$ cat config.mk
export PLATFORM = sky130hd
export DESIGN_NAME = conv_block_sequencer_flat
export DESIGN_NICKNAME = d
export VERILOG_FILES = /design/src/rtl/conv_block_sequencer_pkg.sv /design/src/rtl/conv_block_sequencer_if.sv /design/src/rtl/conv_block_sequencer_seq_rise_det.sv /design/src/rtl/conv_block_sequencer.sv /design/src/flat_wrapper.sv
export SDC_FILE = /design/constraint.sdc
export NUM_CORES = 1
export LEC_CHECK = 0
export BUFFER_PORTS_ARGS = -buffer_cell sky130_fd_sc_hd__buf_2
export CAP_MARGIN = 10
export CORE_ASPECT_RATIO = 1.2
export CORE_UTILIZATION = 47
export DETAILED_ROUTE_END_ITERATION = 7
export GPL_ROUTABILITY_DRIVEN = 0
export PLACE_DENSITY = 0.79
export SYNTH_ARGS = -nofsm -noshare
export SYNTH_HDL_FRONTEND = slang
export SYNTH_HIERARCHICAL = 1
export SYNTH_SLANG_ARGS = --single-unit
$ cat constraint.sdc
create_clock -name i_CLK -period 2 [get_ports i_CLK]
set_input_delay 0.3 -clock i_CLK [delete_from_list [all_inputs] [get_ports i_CLK]]
set_output_delay 0.3 -clock i_CLK [all_outputs]
set_load 0.02 [all_outputs]
$ cat src/rtl/conv_block_sequencer_pkg.sv
// Shared types and defaults for the convolution block sequencer.
package conv_seq_pkg;

  localparam int NB_STATE = 3;

  typedef enum logic [NB_STATE-1:0] {
    ST_IDLE  = 3'd0,
    ST_ARM   = 3'd1,
    ST_LOAD  = 3'd2,
    ST_PROC  = 3'd3,
    ST_READ  = 3'd4,
    ST_DONE  = 3'd5,
    ST_ABORT = 3'd6
  } seq_state_e;

  localparam int          DEF_NB_IMAGE   = 10;
  localparam int          DEF_NB_BLOCKS  = 8;
  localparam int          DEF_NB_WDOG    = 16;
  localparam logic [15:0] DEF_WDOG_LIMIT = 16'hFFFF;

  // States in which the sequencer waits on the address FSM.
  function automatic logic is_wait_state(input seq_state_e s);
    return (s == ST_LOAD) || (s == ST_PROC) || (s == ST_READ);
  endfunction

endpackage

$ cat src/rtl/conv_block_sequencer_if.sv
// Host-control and address-FSM handshake bundle of the block sequencer.
interface conv_block_sequencer_if #(
  parameter int NB_IMAGE  = conv_seq_pkg::DEF_NB_IMAGE,
  parameter int NB_BLOCKS = conv_seq_pkg::DEF_NB_BLOCKS
);
  logic                 i_start;
  logic                 i_abort;
  logic [NB_IMAGE-1:0]  i_imgLength;
  logic [NB_BLOCKS-1:0] i_nBlocks;
  logic                 i_changeBlock;
  logic                 i_EoP;
  logic                 o_fsmReset;
  logic [NB_IMAGE-1:0]  o_imgLength;
  logic                 o_load;
  logic                 o_SoP;
  logic [NB_BLOCKS-1:0] o_blockIdx;
  logic                 o_busy;
  logic                 o_done;
  logic                 o_error;

  modport slave (
    input  i_start, i_abort, i_imgLength, i_nBlocks, i_changeBlock, i_EoP,
    output o_fsmReset, o_imgLength, o_load, o_SoP, o_blockIdx, o_busy, o_done, o_error
  );

  modport master (
    output i_start, i_abort, i_imgLength, i_nBlocks, i_changeBlock, i_EoP,
    input  o_fsmReset, o_imgLength, o_load, o_SoP, o_blockIdx, o_busy, o_done, o_error
  );
endinterface

$ cat src/rtl/conv_block_sequencer_seq_rise_det.sv
// Registered rising-edge detector: a rise seen at one edge is flagged for the following cycle.
module seq_rise_det #(
  parameter int WIDTH = 1
) (
  input  logic             clk_i,
  input  logic             rst_ni,
  input  logic [WIDTH-1:0] sig_i,
  output logic [WIDTH-1:0] rise_o
);
  logic [WIDTH-1:0] sig_q;
  logic [WIDTH-1:0] rise_q;

  // Delay line and registered edge flag.
  always_ff @(posedge clk_i or negedge rst_ni) begin
    if (!rst_ni) begin
      sig_q  <= '0;
      rise_q <= '0;
    end else begin
      sig_q  <= sig_i;
      rise_q <= sig_i & ~sig_q;
    end
  end

  assign rise_o = rise_q;
endmodule

$ cat src/rtl/conv_block_sequencer.sv
// Block-loop scheduler for the 2D-convolution address FSM (load, process, read back per block).
// Optional wait-state watchdog enabled by defining SEQ_WATCHDOG_EN.
module conv_block_sequencer
  import conv_seq_pkg::*;
#(
  parameter int                 NB_IMAGE   = DEF_NB_IMAGE,
  parameter int                 NB_BLOCKS  = DEF_NB_BLOCKS,
  parameter int                 NB_WDOG    = DEF_NB_WDOG,
  parameter logic [NB_WDOG-1:0] WDOG_LIMIT = NB_WDOG'(DEF_WDOG_LIMIT)
) (
  input  logic                   i_CLK,
  input  logic                   i_reset,
  conv_block_sequencer_if.slave  bus
);

  seq_state_e           state_q, state_d;
  logic [NB_IMAGE-1:0]  img_q, img_d;
  logic [NB_BLOCKS-1:0] nblk_q, nblk_d;
  logic [NB_BLOCKS-1:0] idx_q, idx_d;
  logic [NB_BLOCKS-1:0] idx_inc_s;
  logic                 error_q, error_d;
  logic                 fsm_reset_q, load_q, sop_q, busy_q, done_q;
  logic                 cb_rise_s, eop_rise_s;
  logic                 wdog_hit_s;

  seq_rise_det #(.WIDTH(1)) u_cb_rise (
    .clk_i  (i_CLK),
    .rst_ni (i_reset),
    .sig_i  (bus.i_changeBlock),
    .rise_o (cb_rise_s)
  );

  seq_rise_det #(.WIDTH(1)) u_eop_rise (
    .clk_i  (i_CLK),
    .rst_ni (i_reset),
    .sig_i  (bus.i_EoP),
    .rise_o (eop_rise_s)
  );

`ifdef SEQ_WATCHDOG_EN
  logic [NB_WDOG-1:0] wdog_q, wdog_d, wdog_inc_s;

  // Watchdog trips on the cycle the count would reach the limit; restarts on any state change.
  always_comb begin
    wdog_inc_s = wdog_q + NB_WDOG'(1);
    wdog_hit_s = is_wait_state(state_q) && (wdog_inc_s == WDOG_LIMIT);
    if (state_d != state_q) begin
      wdog_d = '0;
    end else if (is_wait_state(state_q)) begin
      wdog_d = wdog_inc_s;
    end else begin
      wdog_d = wdog_q;
    end
  end

  // Watchdog counter register.
  always_ff @(posedge i_CLK or negedge i_reset) begin
    if (!i_reset) begin
      wdog_q <= '0;
    end else begin
      wdog_q <= wdog_d;
    end
  end
`else
  assign wdog_hit_s = 1'b0;
`endif

  assign idx_inc_s = idx_q + NB_BLOCKS'(1);

  // Next-state and datapath update; abort and watchdog take priority over edge events.
  always_comb begin
    state_d = state_q;
    img_d   = img_q;
    nblk_d  = nblk_q;
    idx_d   = idx_q;
    error_d = error_q;
    case (state_q)
      ST_IDLE: begin
        if (bus.i_start && !bus.i_abort) begin
          state_d = ST_ARM;
          img_d   = bus.i_imgLength;
          nblk_d  = bus.i_nBlocks;
          idx_d   = '0;
          error_d = 1'b0;
        end else begin
          state_d = ST_IDLE;
        end
      end
      ST_ARM: begin
        if (bus.i_abort) begin
          state_d = ST_ABORT;
        end else if (nblk_q == '0) begin
          state_d = ST_DONE;
        end else begin
          state_d = ST_LOAD;
        end
      end
      ST_LOAD, ST_PROC, ST_READ: begin
        if (bus.i_abort || wdog_hit_s) begin
          state_d = ST_ABORT;
          error_d = error_q | wdog_hit_s;
        end else if ((state_q == ST_LOAD) && cb_rise_s) begin
          state_d = ST_PROC;
        end else if ((state_q == ST_PROC) && eop_rise_s) begin
          state_d = ST_READ;
        end else if ((state_q == ST_READ) && cb_rise_s) begin
          idx_d   = idx_inc_s;
          state_d = (idx_inc_s == nblk_q) ? ST_DONE : ST_LOAD;
        end else begin
          state_d = state_q;
        end
      end
      ST_DONE:  state_d = ST_IDLE;
      ST_ABORT: state_d = ST_IDLE;
      default:  state_d = ST_IDLE;
    endcase
  end

  // State, latched configuration and output registers decoded from the next state.
  always_ff @(posedge i_CLK or negedge i_reset) begin
    if (!i_reset) begin
      state_q     <= ST_IDLE;
      img_q       <= '0;
      nblk_q      <= '0;
      idx_q       <= '0;
      error_q     <= 1'b0;
      fsm_reset_q <= 1'b0;
      load_q      <= 1'b0;
      sop_q       <= 1'b0;
      busy_q      <= 1'b0;
      done_q      <= 1'b0;
    end else begin
      state_q     <= state_d;
      img_q       <= img_d;
      nblk_q      <= nblk_d;
      idx_q       <= idx_d;
      error_q     <= error_d;
      fsm_reset_q <= (state_d == ST_ARM) || (state_d == ST_ABORT);
      load_q      <= (state_d == ST_LOAD);
      sop_q       <= (state_d == ST_PROC);
      busy_q      <= (state_d != ST_IDLE);
      done_q      <= (state_d == ST_DONE);
    end
  end

  assign bus.o_fsmReset  = fsm_reset_q;
  assign bus.o_imgLength = img_q;
  assign bus.o_load      = load_q;
  assign bus.o_SoP       = sop_q;
  assign bus.o_blockIdx  = idx_q;
  assign bus.o_busy      = busy_q;
  assign bus.o_done      = done_q;
  assign bus.o_error     = error_q;

endmodule
$ cat src/flat_wrapper.sv
// flat-port wrapper written by rule: the top's interface ports become plain ports
module conv_block_sequencer_flat import conv_seq_pkg::*;
#(
  parameter int                 NB_IMAGE   = DEF_NB_IMAGE,
  parameter int                 NB_BLOCKS  = DEF_NB_BLOCKS,
  parameter int                 NB_WDOG    = DEF_NB_WDOG,
  parameter logic [NB_WDOG-1:0] WDOG_LIMIT = NB_WDOG'(DEF_WDOG_LIMIT)
)
  (i_CLK, i_reset, bus_i_start, bus_i_abort, bus_i_imgLength, bus_i_nBlocks, bus_i_changeBlock, bus_i_EoP, bus_o_fsmReset, bus_o_imgLength, bus_o_load, bus_o_SoP, bus_o_blockIdx, bus_o_busy, bus_o_done, bus_o_error);
  conv_block_sequencer_if #(.NB_IMAGE(NB_IMAGE), .NB_BLOCKS(NB_BLOCKS)) bus_i ();
  input  logic i_CLK;
  input  logic i_reset;
  input wire logic [$bits(bus_i.i_start)-1:0] bus_i_start;
  input wire logic [$bits(bus_i.i_abort)-1:0] bus_i_abort;
  input wire logic [$bits(bus_i.i_imgLength)-1:0] bus_i_imgLength;
  input wire logic [$bits(bus_i.i_nBlocks)-1:0] bus_i_nBlocks;
  input wire logic [$bits(bus_i.i_changeBlock)-1:0] bus_i_changeBlock;
  input wire logic [$bits(bus_i.i_EoP)-1:0] bus_i_EoP;
  output wire logic [$bits(bus_i.o_fsmReset)-1:0] bus_o_fsmReset;
  output wire logic [$bits(bus_i.o_imgLength)-1:0] bus_o_imgLength;
  output wire logic [$bits(bus_i.o_load)-1:0] bus_o_load;
  output wire logic [$bits(bus_i.o_SoP)-1:0] bus_o_SoP;
  output wire logic [$bits(bus_i.o_blockIdx)-1:0] bus_o_blockIdx;
  output wire logic [$bits(bus_i.o_busy)-1:0] bus_o_busy;
  output wire logic [$bits(bus_i.o_done)-1:0] bus_o_done;
  output wire logic [$bits(bus_i.o_error)-1:0] bus_o_error;
  assign bus_i.i_start = bus_i_start;
  assign bus_i.i_abort = bus_i_abort;
  assign bus_i.i_imgLength = bus_i_imgLength;
  assign bus_i.i_nBlocks = bus_i_nBlocks;
  assign bus_i.i_changeBlock = bus_i_changeBlock;
  assign bus_i.i_EoP = bus_i_EoP;
  assign bus_o_fsmReset = bus_i.o_fsmReset;
  assign bus_o_imgLength = bus_i.o_imgLength;
  assign bus_o_load = bus_i.o_load;
  assign bus_o_SoP = bus_i.o_SoP;
  assign bus_o_blockIdx = bus_i.o_blockIdx;
  assign bus_o_busy = bus_i.o_busy;
  assign bus_o_done = bus_i.o_done;
  assign bus_o_error = bus_i.o_error;
  conv_block_sequencer #(.NB_IMAGE(NB_IMAGE), .NB_BLOCKS(NB_BLOCKS), .NB_WDOG(NB_WDOG), .WDOG_LIMIT(WDOG_LIMIT)) u_core (.i_CLK(i_CLK), .i_reset(i_reset), .bus(bus_i));
endmodule
# Word-level counts from Yosys, hierarchy flattened
# Cells that the tools add are included.
# W data, S select, Z words.
[op_classes]
mul = 0
bitwise_logic = 4
mux = 15
add_sub_neg = 1
n_lt_le_gt_ge = 0
n_eq_ne = 15
n_shift = 0
n_div = 0
n_reduce_logical = 13
[op_table]
columns = ["operator", "count"]
rows = [
  ["$mux W8", 5],
  ["$mux W3", 7],
  ["$pmux W8 S2", 1],
  ["$eq A3 B2 Y1 const B", 4],
  ["$eq A3 B3 Y1 const B", 3],
  ["$pmux W3 S3", 1],
  ["$add A8 B1 Y8 const B", 1],
  ["$eq A8 B8 Y1", 1],
  ["$logic_not A8 Y1", 1],
  ["$eq A3 B1 Y1 const B", 2],
  ["$ne A2 B2 Y1 const B", 3],
  ["$reduce_and A6 Y1", 1],
  ["$logic_and A1 B1 Y1", 4],
  ["$ne A2 B1 Y1 const B", 2],
  ["$logic_not A3 Y1", 1],
  ["$reduce_bool A3 Y1", 1],
  ["$reduce_or A3 Y1", 1],
  ["$and A1 B1 Y1", 2],
  ["$not A1 Y1", 2],
  ["$reduce_and A2 Y1", 1],
  ["$reduce_bool A2 Y1", 1],
  ["$logic_not A1 Y1", 1],
  ["$logic_or A1 B1 Y1", 1],
  ["$mux W1", 1],
]
[word_totals]
regBits = 38
mem_bits_rw = 0
mem_bits_ro = 0
output_inout_bits = 24
in_bits = 24
latchBits = 0
n_memories = 0

# Depth between registers and ports, before layout
[depth]
depth_word = 10
depth_mapped = 7
ltp_nobuf = 7

# By module
# The synthesis kept the hierarchy.
[modules_own_cells]
columns = ["module", "n_inst", "cells_per_inst", "area_each_um2"]
rows = [
  ["conv_block_sequencer", 1, 168, 1762.9],
  ["seq_rise_det", 2, 3, 63.8],
]

# Least setup slack after synthesis
# OpenSTA, ideal clock, no wires.
[synth_timing]
path_kind = "flip-flop to flip-flop"
start = "register u_core.idx_q[0], in the netlist u_core/bus.o_blockIdx[0]"
end = "register u_core.load_q, in the netlist u_core/bus.o_load"
t_arrival_ns = 1.934
synth_period_minus_slack_ns = 2.054
n_path_buf = 0
required_time_ns = 1.880
stages_incl_launch_ff = 8
setup_time_ns = 0.120
setup_slack_ns = -0.054
path_cell_list = "dfrtp_1 ha_1 nand3_1 a211oi_2 o22a_2 o2111ai_2 a31oi_4 and3b_1"
[synth_via]
elab_chain_len = 9
[synth_rtl]
columns = ["element", "line_no", "source"]
rows = [
  ["start: declaration", "conv_block_sequencer.sv:19", "logic [NB_BLOCKS-1:0] idx_q, idx_d;"],
  ["start signal: assignment", "conv_block_sequencer.sv:136", "idx_q <= idx_d;"],
  ["$add A8 B1 Y8", "conv_block_sequencer.sv:68", "assign idx_inc_s = idx_q + NB_BLOCKS'(1);"],
  ["$eq A8 B8 Y1", "conv_block_sequencer.sv:108", "state_d = (idx_inc_s == nblk_q) ? ST_DONE : ST_LOAD;"],
  ["$mux W3", "conv_block_sequencer.sv:108", ""],
  ["$mux W3", "conv_block_sequencer.sv:106", "end else if ((state_q == ST_READ) && cb_rise_s) begin"],
  ["$mux W3", "conv_block_sequencer.sv:104", "end else if ((state_q == ST_PROC) && eop_rise_s) begin"],
  ["$mux W3", "conv_block_sequencer.sv:102", "end else if ((state_q == ST_LOAD) && cb_rise_s) begin"],
  ["$mux W3", "conv_block_sequencer.sv:99", "if (bus.i_abort || wdog_hit_s) begin"],
  ["$pmux W3 S3", "conv_block_sequencer.sv:77", "case (state_q)"],
  ["$eq A3 B2 Y1", "conv_block_sequencer.sv:139", "load_q <= (state_d == ST_LOAD);"],
  ["end signal: assignment", "conv_block_sequencer.sv:139", ""],
  ["end: declaration", "conv_block_sequencer.sv:22", "logic fsm_reset_q, load_q, sop_q, busy_q, done_q;"],
]
# Every way passes these cells.
# A chain may end at the register's enable or synchronous reset.

# Worst setup path after layout
[layout_timing]
start = "register u_core.idx_q[1], in the netlist u_core/bus.o_blockIdx[1]"
end = "register u_core.load_q, in the netlist u_core/bus.o_load"
# The elaborated chain is that of the path after synthesis.

==> metrics.yaml <==
status: "finished, violations left"
failed_checks: "setup timing"
slew_violations: 0
tns_ps: -24.8
rsz0062_at_grt: "true"
slew-limit-headroom: 0.608
syn_nets: 199
viasPerCell: 5.41
syn_area_mm2: 0.00189
synth_cell_types: 39
p_per_area_mw_per_mm2: 1300
layout_commonest_cell: "buf_2"
max_cap_violations: 0
setup_ws_ps: -24.8
path_class: "reg -> reg"
clk_pin_slew_ps: 70
area_delta_synth_final_pct: 27.3
cts.sinks: 38
post-place-cells: 281
path_max_fanout: 5
synthCells: 174
synthArstFlopShare: 1.00
worst_pin_slew_ps: 588
std_cell_rows: 24
fp.dieW_um: 59.9
setup.worst_path.end: "u_core/bus.o_load"
start_util: 0.504
antennaDiodeCount: 0
final_antenna_net_count: 0
grt_overflow: 0
die_h_um: 71.5
cp.arrival_ps: 2200
finalPower_w: 0.00313
wl_per_cell_um: 14.3
hold_class: "in -> async"
fin_nets: 262
grt.total_usage: 0.215
final_cell_mix: "buf_2 (46), dfrtp_1 (36), buf_4 (18)"
io_buffers: 46
startpoint: "u_core/bus.o_blockIdx[1]"
setup_viol_count_final: 1
core_mm2: 0.00375
htreeDepth: 2
synth_edf_count: 0
r2r_start: "u_core/bus.o_blockIdx[1]"
drt_iter0_drc: 175
p_leak_nw: 1.12
first_pass_iters: 5
vias: 1568
dp_hpwl_mm: 3.00
r2r_end: "u_core/bus.o_load"
drive_gt1_frac: 0.454
die_area_mm2: 0.00428
clockBufferDepth: 2
final_cells: 290
cts_tree: "built"
hold_viol: 0
peakVddDrop_v: 0.000675
postSynthAreaPerCell_um2: 10.9
worstRegToRegCells: 7
start_kind: "flip-flop"
insertion_delay_ps: 280
cts-root-buf: "clkbuf_8"
post-route-period-util: 1.01
grt_first_pass_wirelength_mm: 6.87
first_global_vias: 1552
ys_seq_area_frac: 0.503
clock_skew_ps: 5.60
antenna_found_initial: 0
yosysWarnings: 6
synth_flop_cell: "dfrtp_1"
period_minus_slack_ps: 2020
io-pin-count: 48
drc: 0
routed_wl_mm: 4.14
numCtsBuffers: 5
ys_ff_latch: 38
max_freq_ghz: 0.494
grt_max_degree: 27
cp.required_ps: 2170
crit_path_end_kind: "flip-flop"
worst-r2r-setup-slack_ps: -20
[per-stage QoR]
stage          hold slack, ps  utilization  worst slack (ps)  area (um^2)
2_1_floorplan            4.41            -              7.45         1890
3_3_place_gp              328        0.605              45.0         2270
3_5_place_dp              336        0.605              17.6         2270
4_1_cts                  27.5        0.631              17.3         2370
5_1_grt                  51.6        0.641             -81.1         2410
6_report                 5.75        0.641             -24.8         2410
[where the power goes]
group | internal (W) | total (W) | switching [W]
logic | 0.000635 | 0.00136 | 0.000721
clock network | 0.000278 | 0.000528 | 0.000251
registers | 0.00103 | 0.00124 | 0.000214
total | 0.00194 | 0.00313 | 0.00119
[critical path, cell delays in order (launching register included)]
cell and delay (ps):
dfrtp_2 440, ha_4 290, xnor2_2 100, o211ai_1 160
nor3_2 250, o2111ai_2 200, o22a_2 300, and3b_1 180
[routing by layer]
metal,vias up,global-route usage,wire length [um]
met1,748,0.264,1620
met4,0,0.106,104
li1,744,-,-
met5,-,0,0
met2,64,0.344,2140
met3,12,0.0560,273
[synth_stat cells, types with 2 or more instances]
master / number / area [um^2]
nor3_1: 3 / 15.0
xnor2_1: 5 / 43.8
dfrtp_1: 38 / 951
buf_1: 2 / 7.51
o211ai_1: 2 / 15.0
a21oi_1: 9 / 45.0
and3_1: 4 / 25.0
o22a_2: 2 / 20.0
nand3_1: 5 / 25.0
buf_2: 3 / 15.0
a31oi_1: 2 / 12.5
mux2_2: 17 / 191
o21ai_0: 13 / 65.1
nor2b_4: 2 / 27.5
nor2b_1: 5 / 31.3
o31ai_1: 2 / 15.0
nor4_1: 4 / 25.0
a211oi_2: 2 / 25.0
o21bai_1: 2 / 15.0
nor2_1: 13 / 48.8
o41ai_1: 3 / 26.3
inv_1: 6 / 22.5
nand2b_1: 2 / 12.5
nand2_1: 13 / 48.8
[final cells by class]
cell class	count	area [um^2]
clock buffer	7	86.3
clock inverter	1	5.00
fill	311	1350
inverter	6	22.5
multi-input combinational	122	908
sequential	38	953
tap	52	65.1
timing repair buffer	64	365
[cell families after synthesis]
| kind of cell | Yosys count | synth area share |
|---|---|---|
| AND/OR/NAND/NOR | 55 | 0.157 |
| AO/OA/AOI/OAI | 41 | 0.158 |
| flip-flops | 38 | 0.503 |
| multiplexers | 17 | 0.101 |
| buffers and inverters | 14 | 0.0357 |
| XOR/XNOR | 7 | 0.0364 |
| adder cells (fa/ha/maj) | 1 | 0.00662 |
| other | 1 | 0.00198 |
[how the worst min path moves through the flow]
stage,endpoint,cells past startpoint,startpoint
2_1_floorplan,u_core/bus.o_SoP,0,i_reset
3_3_place_gp,u_core/bus.o_blockIdx[3],1,i_reset
3_5_place_dp,u_core/nblk_q[5],1,i_reset
4_1_cts,u_core/nblk_q[5],1,i_reset
5_1_grt,u_core/nblk_q[5],1,i_reset
6_report,u_core/bus.o_blockIdx[3],1,i_reset
[state kept, by name, summed over array words and instances (netlist names)]
register                  flops
u_core/bus.o_busy             1
u_core/u_eop_rise/rise_o      1
u_core/state_q                3
u_core/bus.o_SoP              1
u_core/bus.o_fsmReset         1
u_core/nblk_q                 8
u_core/u_cb_rise/sig_q        1
u_core/bus.o_blockIdx         8
u_core/u_cb_rise/rise_o       1
u_core/u_eop_rise/sig_q       1
u_core/bus.o_done             1
u_core/bus.o_imgLength       10
u_core/bus.o_load             1
[what timing repair did]
action / CTS / global route
setup buffers: 0 / 1
hold buffers: 0 / 0
gates resized for setup: 1 / 4
pin swaps: 2 / 8
setup endpoints to repair: 2 / 5
(Power assumes the default switching activity.)
